## src/rtl/shifter_pkg.sv

```systemverilog
// Shared types and constants for the pipelined barrel shifter.
package shifter_pkg;

  localparam int unsigned DEFAULT_WIDTH = 32;

  typedef enum logic [1:0] {
    OP_SRL = 2'b00,
    OP_SRA = 2'b01,
    OP_SLL = 2'b10,
    OP_ROR = 2'b11
  } shift_op_e;

endpackage

```

## src/rtl/shift_stage.sv

```systemverilog
// One combinational mux stage of the barrel shifter: shifts or rotates by DIST when enabled.
module shift_stage
  import shifter_pkg::*;
#(
  parameter int unsigned WIDTH = DEFAULT_WIDTH,
  parameter int unsigned DIST  = 1
) (
  input  logic [WIDTH-1:0] i_data,
  input  shift_op_e        i_op,
  input  logic             i_en,
  output logic [WIDTH-1:0] o_data
);

  always_comb begin
    o_data = i_data;
    if (i_en) begin
      unique case (i_op)
        OP_SRL: o_data = i_data >> DIST;
        OP_SRA: o_data = $signed(i_data) >>> DIST;
        OP_SLL: o_data = i_data << DIST;
        OP_ROR: o_data = (i_data >> DIST) | (i_data << (WIDTH - DIST));
        default: o_data = i_data;
      endcase
    end
  end

endmodule

```

## src/rtl/pipelined_barrel_shifter.sv

```systemverilog
// Pipelined barrel shifter (SRL/SRA/SLL/ROR) with a global-stall valid/ready handshake.
// Optional status outputs out_zero/out_carry are enabled by defining SHIFTER_STATUS_EN.
module pipelined_barrel_shifter
  import shifter_pkg::*;
#(
  parameter int unsigned WIDTH          = DEFAULT_WIDTH,
  parameter int unsigned STAGES_PER_REG = 2,
  parameter int unsigned TAG_W          = 4,
  localparam int unsigned LOG2W         = $clog2(WIDTH)
) (
  input  logic             clk,
  input  logic             rst_n,
  input  logic             in_valid,
  output logic             in_ready,
  input  logic [WIDTH-1:0] in_data,
  input  logic [LOG2W-1:0] in_shamt,
  input  logic [1:0]       in_op,
  input  logic [TAG_W-1:0] in_tag,
  output logic             out_valid,
  input  logic             out_ready,
  output logic [WIDTH-1:0] out_data,
  output logic [TAG_W-1:0] out_tag
`ifdef SHIFTER_STATUS_EN
  ,
  output logic             out_zero,
  output logic             out_carry
`endif
);

  localparam int unsigned NREG = (LOG2W + STAGES_PER_REG - 1) / STAGES_PER_REG;

  logic w_adv;

  logic [NREG-1:0]            r_valid;
  logic [NREG-1:0][WIDTH-1:0] r_data;
  logic [NREG-1:0][1:0]       r_op;
  logic [NREG-1:0][LOG2W-1:0] r_shamt;
  logic [NREG-1:0][TAG_W-1:0] r_tag;

  // Per-group inputs (from the ports or the previous register) and group outputs.
  logic [NREG-1:0]            w_gvalid;
  logic [NREG-1:0][WIDTH-1:0] w_gdata;
  logic [NREG-1:0][1:0]       w_gop;
  logic [NREG-1:0][LOG2W-1:0] w_gshamt;
  logic [NREG-1:0][TAG_W-1:0] w_gtag;
  logic [NREG-1:0][WIDTH-1:0] w_gout;

  logic [LOG2W-1:0][WIDTH-1:0] w_sin;
  logic [LOG2W-1:0][WIDTH-1:0] w_sout;

  assign w_adv     = out_ready | ~r_valid[NREG-1];
  assign in_ready  = w_adv;
  assign out_valid = r_valid[NREG-1];
  assign out_data  = r_data[NREG-1];
  assign out_tag   = r_tag[NREG-1];

  for (genvar j = 0; j < NREG; j++) begin : g_grp
    localparam int unsigned LAST = ((j + 1) * STAGES_PER_REG < LOG2W) ?
                                   (j + 1) * STAGES_PER_REG - 1 : LOG2W - 1;
    if (j == 0) begin : g_src_in
      assign w_gvalid[j] = in_valid;
      assign w_gdata[j]  = in_data;
      assign w_gop[j]    = in_op;
      assign w_gshamt[j] = in_shamt;
      assign w_gtag[j]   = in_tag;
    end else begin : g_src_reg
      assign w_gvalid[j] = r_valid[j-1];
      assign w_gdata[j]  = r_data[j-1];
      assign w_gop[j]    = r_op[j-1];
      assign w_gshamt[j] = r_shamt[j-1];
      assign w_gtag[j]   = r_tag[j-1];
    end
    assign w_gout[j] = w_sout[LAST];
  end

  for (genvar k = 0; k < LOG2W; k++) begin : g_stage
    localparam int unsigned J = k / STAGES_PER_REG;
    if (k % STAGES_PER_REG == 0) begin : g_first
      assign w_sin[k] = w_gdata[J];
    end else begin : g_chain
      assign w_sin[k] = w_sout[k-1];
    end

    shift_stage #(
      .WIDTH(WIDTH),
      .DIST (2 ** k)
    ) u_stage (
      .i_data(w_sin[k]),
      .i_op  (shift_op_e'(w_gop[J])),
      .i_en  (w_gshamt[J][k]),
      .o_data(w_sout[k])
    );
  end

  // Every register moves together on advance, so a stalled output freezes the whole pipe.
  always_ff @(posedge clk or negedge rst_n) begin
    if (!rst_n) begin
      r_valid <= '0;
      r_data  <= '0;
      r_op    <= '0;
      r_shamt <= '0;
      r_tag   <= '0;
    end else if (w_adv) begin
      r_valid <= w_gvalid;
      r_data  <= w_gout;
      r_op    <= w_gop;
      r_shamt <= w_gshamt;
      r_tag   <= w_gtag;
    end
  end

`ifdef SHIFTER_STATUS_EN
  logic [NREG-1:0]  r_carry;
  logic             r_zero;
  logic [NREG-1:0]  w_gcarry;
  logic [NREG-1:0]  w_rcarry;
  logic [LOG2W-1:0] w_cin;
  logic [LOG2W-1:0] w_cout;

  // Carry is tracked incrementally: each enabled stage records the last bit it pushes out.
  for (genvar k = 0; k < LOG2W; k++) begin : g_carry
    localparam int unsigned J    = k / STAGES_PER_REG;
    localparam int unsigned DIST = 2 ** k;
    if (k % STAGES_PER_REG == 0) begin : g_first
      assign w_cin[k] = w_gcarry[J];
    end else begin : g_chain
      assign w_cin[k] = w_cout[k-1];
    end
    assign w_cout[k] = !w_gshamt[J][k]                              ? w_cin[k] :
                       (w_gop[J] == OP_SRL || w_gop[J] == OP_SRA)   ? w_sin[k][DIST-1] :
                       (w_gop[J] == OP_SLL)                         ? w_sin[k][WIDTH-DIST] :
                                                                      1'b0;
  end

  for (genvar j = 0; j < NREG; j++) begin : g_cgrp
    localparam int unsigned LAST = ((j + 1) * STAGES_PER_REG < LOG2W) ?
                                   (j + 1) * STAGES_PER_REG - 1 : LOG2W - 1;
    if (j == 0) begin : g_src_in
      assign w_gcarry[j] = 1'b0;
    end else begin : g_src_reg
      assign w_gcarry[j] = r_carry[j-1];
    end
    if (j == NREG - 1) begin : g_final
      assign w_rcarry[j] = (w_gop[j] == OP_ROR) ? (|w_gshamt[j] & w_gout[j][WIDTH-1]) :
                                                  w_cout[LAST];
    end else begin : g_mid
      assign w_rcarry[j] = w_cout[LAST];
    end
  end

  always_ff @(posedge clk or negedge rst_n) begin
    if (!rst_n) begin
      r_carry <= '0;
      r_zero  <= 1'b0;
    end else if (w_adv) begin
      r_carry <= w_rcarry;
      r_zero  <= (w_gout[NREG-1] == '0);
    end
  end

  assign out_zero  = r_zero;
  assign out_carry = r_carry[NREG-1];
`endif

  // Last-stage op/shamt and non-local shamt bits are carried only for uniformity.
  logic w_unused;
  assign w_unused = ^{r_op, r_shamt, w_gshamt};

endmodule

```

## config.mk

```make
export PLATFORM = sky130hd
export DESIGN_NAME = pipelined_barrel_shifter
export DESIGN_NICKNAME = d
export VERILOG_FILES = /design/src/rtl/shifter_pkg.sv /design/src/rtl/shift_stage.sv /design/src/rtl/pipelined_barrel_shifter.sv
export SDC_FILE = /design/constraint.sdc
export NUM_CORES = 1
export LEC_CHECK = 0
export BUFFER_PORTS_ARGS = -buffer_cell sky130_fd_sc_hd__buf_4
export CAP_MARGIN = 15
export CORE_MARGIN = 2
export CORE_UTILIZATION = 40
export CTS_CLUSTER_DIAMETER = 100
export DETAILED_ROUTE_END_ITERATION = 16
export PLACE_DENSITY = 0.57
export SLEW_MARGIN = 25
export SYNTH_ARGS = -nofsm -noshare
export SYNTH_HDL_FRONTEND = slang
export SYNTH_SLANG_ARGS = --single-unit
```

## constraint.sdc

```tcl
create_clock -name clk -period 4.65 [get_ports clk]
set_input_delay 0.6975 -clock clk [delete_from_list [all_inputs] [get_ports clk]]
set_output_delay 0.6975 -clock clk [all_outputs]
set_load 0.05 [all_outputs]
```

==> qor.json <==
{
  "final_util": 0.474,
  "timing_worst_setup_path_type": "input pin to flop",
  "ctsHtreeMaxLevel": 4,
  "seq_area_frac_synth": 0.372,
  "postSynthCellCount": 978,
  "setup_ws_ns": 2.00,
  "number_of_flip_flops_and_latches_in_the_synthesized_netlist": 119,
  "post-route-drc-count": 0,
  "syn_to_final_growth_pct": 15.6,
  "avgSynthCellArea_sq_um": 8.19,
  "timing_worst_slew_pin_value_ns": 0.987,
  "max_stage_delay_ns": 0.79,
  "floorplan.die.width_um": 146,
  "total_leakage_power_nw": 4.00,
  "num_antenna_cells": 0,
  "hold_buffers": 0,
  "p_per_area_nw_per_um2": 648,
  "synthesis.area_sq_um": 8010,
  "grt_start_max_net_pins": 83,
  "drive_above_1_share": 0.133,
  "synth_enable_flop_cells": 0,
  "asyncSetResetFlopFracSynth": 1.00,
  "first_global_vias": 7370,
  "placedCellCount": 1232,
  "hold_path_class": "input pin to asynchronous set/reset pin",
  "max_slew_margin": 0.340,
  "clk_latency_ns": 0.42,
  "globalRoute.totalOverflow": 0,
  "fin_tns_setup_ns": 0,
  "report.final.hold_viol_count": 0,
  "tritoncts": "built",
  "postCtsSetupRepairBufs": 0,
  "synth.distinct_cells": 43,
  "cts_buffer_depth": 2,
  "io_buffers": 84,
  "critical_path_peak_fanout": 41,
  "place_ws_ns": 1.64,
  "detailed_place_hpwl_um": 17000,
  "setup.worst_path.start_class": "input pin",
  "initial_utilization": 0.410,
  "ctsResizeCount": 0,
  "cp.required_ns": 5.01,
  "fin_cells": 1264,
  "drt-wirelength-per-cell_um": 20.2,
  "numCtsBuffers": 17,
  "antenna_found_initial": 0,
  "final_worst_clock_skew_ns": 0.00813,
  "die_area_sq_um": 21200,
  "sinks_on_clock_net": 119,
  "firstDrtPassIters": 6,
  "gp_congestion": 0.916,
  "global_route_wire_length_before_repair_um": 41400,
  "rsz0062_at_grt": "false",
  "setup-violations-final": 0,
  "route.final.wire_length_um": 25500,
  "worstPathCellList": "buf_4 > inv_1 > nand2_1 > o22ai_1 > o22a_1",
  "status": "finished clean",
  "core-area_sq_um": 19500,
  "maxSlewViolCount": 0,
  "drt-initial-drc-count": 874,
  "root_buffer": "sky130_fd_sc_hd__clkbuf_16",
  "rows": 51,
  "final_net_count": 1033,
  "yosysWarningCount": 0,
  "io-pin-count": 85,
  "fp.dieH_um": 146,
  "cpMaxStageDelayCell": "sky130_fd_sc_hd__nand2_1",
  "synth_flop_cell": "sky130_fd_sc_hd__dfrtp_1",
  "ant_nets": 0,
  "dr_total_vias": 7793,
  "clk_pin_slew_ns": 0.06,
  "postSynthNetCount": 1025,
  "layout_common_cells": "sky130_fd_sc_hd__nand2_1, sky130_fd_sc_hd__dfrtp_1, sky130_fd_sc_hd__a21oi_1, sky130_fd_sc_hd__buf_4, sky130_fd_sc_hd__nor2_1",
  "critPathArrivalTime_ns": 3.00,
  "detail_route.vias_per_cell": 6.17,
  "setup.worst_path.end_class": "flop",
  "ir_drop_mv": 0.257,
  "crit_buf_inv": 2,
  "finalWorstPathRequiredPeriod_ns": 2.65,
  "fin_crit_share": 0.569,
  "clock.fmax_mhz": 378,
  "track_usage": 0.243,
  "cp_top_family": "buffers and inverters",
  "most_common_library_cell_in_the_layout_ignoring_fill_and_taps": "sky130_fd_sc_hd__nand2_1",
  "max_capacitance_violation_total": 0
}
-- area by class of cell --
| class | count | area, sq um |
|---|---|---|
| Clock buffer | 24 | 462 |
| Clock inverter | 8 | 170 |
| Fill cell | 1962 | 10300 |
| Inverter | 12 | 46.3 |
| Multi-Input combinational cell | 738 | 4510 |
| Sequential cell | 119 | 2980 |
| Tap cell | 265 | 332 |
| Timing Repair Buffer | 98 | 761 |
-- through the flow --
step,area [sq um],power [mW],hold slack (ns)
final,9260,6.00,0.298
after global routing,9260,6.36,0.345
after floorplan,8010,3.76,0.402
after detailed placement,8630,4.57,0.451
after global placement,8630,4.56,0.447
after CTS,9260,6.02,0.314
-- synth_stat cells, types with 7 or more instances --
library cell,number,area share
sky130_fd_sc_hd__inv_1,10,0.0047
sky130_fd_sc_hd__nand2b_1,11,0.0086
sky130_fd_sc_hd__o21ai_0,44,0.027
sky130_fd_sc_hd__a211oi_1,45,0.042
sky130_fd_sc_hd__nand2_1,135,0.063
sky130_fd_sc_hd__and3b_1,37,0.040
sky130_fd_sc_hd__o32a_1,7,0.0087
sky130_fd_sc_hd__o31ai_1,41,0.038
sky130_fd_sc_hd__clkbuf_1,56,0.026
sky130_fd_sc_hd__a21oi_1,103,0.064
sky130_fd_sc_hd__buf_2,33,0.021
sky130_fd_sc_hd__mux2i_1,38,0.047
sky130_fd_sc_hd__o211ai_1,10,0.0094
sky130_fd_sc_hd__a31oi_1,26,0.020
sky130_fd_sc_hd__nand3b_1,8,0.0075
sky130_fd_sc_hd__dfrtp_1,119,0.37
sky130_fd_sc_hd__nor2_1,79,0.037
sky130_fd_sc_hd__nor2b_1,21,0.016
sky130_fd_sc_hd__o221ai_1,7,0.0077
sky130_fd_sc_hd__o22a_1,31,0.034
sky130_fd_sc_hd__buf_1,11,0.0052
sky130_fd_sc_hd__buf_4,8,0.0075
sky130_fd_sc_hd__o22ai_1,36,0.028
-- power by group --
| part | total [mW] | switching, mW | internal [mW] |
|---|---|---|---|
| Clock | 1.43 | 0.466 | 0.964 |
| Combinational | 2.61 | 1.66 | 0.942 |
| Sequential | 1.96 | 0.504 | 1.46 |
| Total | 6.00 | 2.63 | 3.37 |
-- flip-flops by register name, indices dropped and copies added, names as in the netlist --
name	flops
r_op	4
r_valid	3
out_tag	4
r_data	64
r_tag	8
out_data	32
r_shamt	4
-- worst register-to-register path: stages, from the launching register on --
cell and delay (ns):
sky130_fd_sc_hd__dfrtp_1 0.63, sky130_fd_sc_hd__nor2b_1 0.74, sky130_fd_sc_hd__buf_4 0.36, sky130_fd_sc_hd__mux2i_1 0.31, sky130_fd_sc_hd__a211oi_1 0.11, sky130_fd_sc_hd__a221o_1 0.29
-- path summary, 6_finish.rpt --
| kind | start | to | slack [ns] | depth (start not counted) |
|---|---|---|---|---|
| max | in_shamt[1] | r_data[22] | 2.00 | 5 |
| min reg2reg | r_valid[1] | r_valid[1] | 0.46 | 2 |
| min in group clk | r_valid[1] | r_valid[1] | 0.46 | 2 |
| min | rst_n | out_data[24] | 0.30 | 1 |
| max in group asynchronous | rst_n | r_tag[5] | 3.52 | 2 |
| max reg2reg | r_op[0] | r_data[57] | 2.10 | 5 |
-- logic make-up (layout without fill, tap and decap cells) --
family | after synthesis | after routing | share of synthesized area
AOI/OAI and AO/OA | 388 | 388 | 0.322
and+or+nand+nor | 307 | 307 | 0.184
buffers and inverters | 121 | 142 | 0.0666
DFF | 119 | 119 | 0.372
muxes | 43 | 43 | 0.0559
-- routing by layer --
layer  up-vias  wire length, um  track usage  share of wire
met3        53             1430       0.0392          0.056
met2       302            11700        0.373           0.46
met1      3789            11500        0.335           0.45
met5         -                0            0              0
li1       3649                -            -              -
met4         0              803        0.116          0.032
No activity file was read; power rests on OpenSTA's default activity.
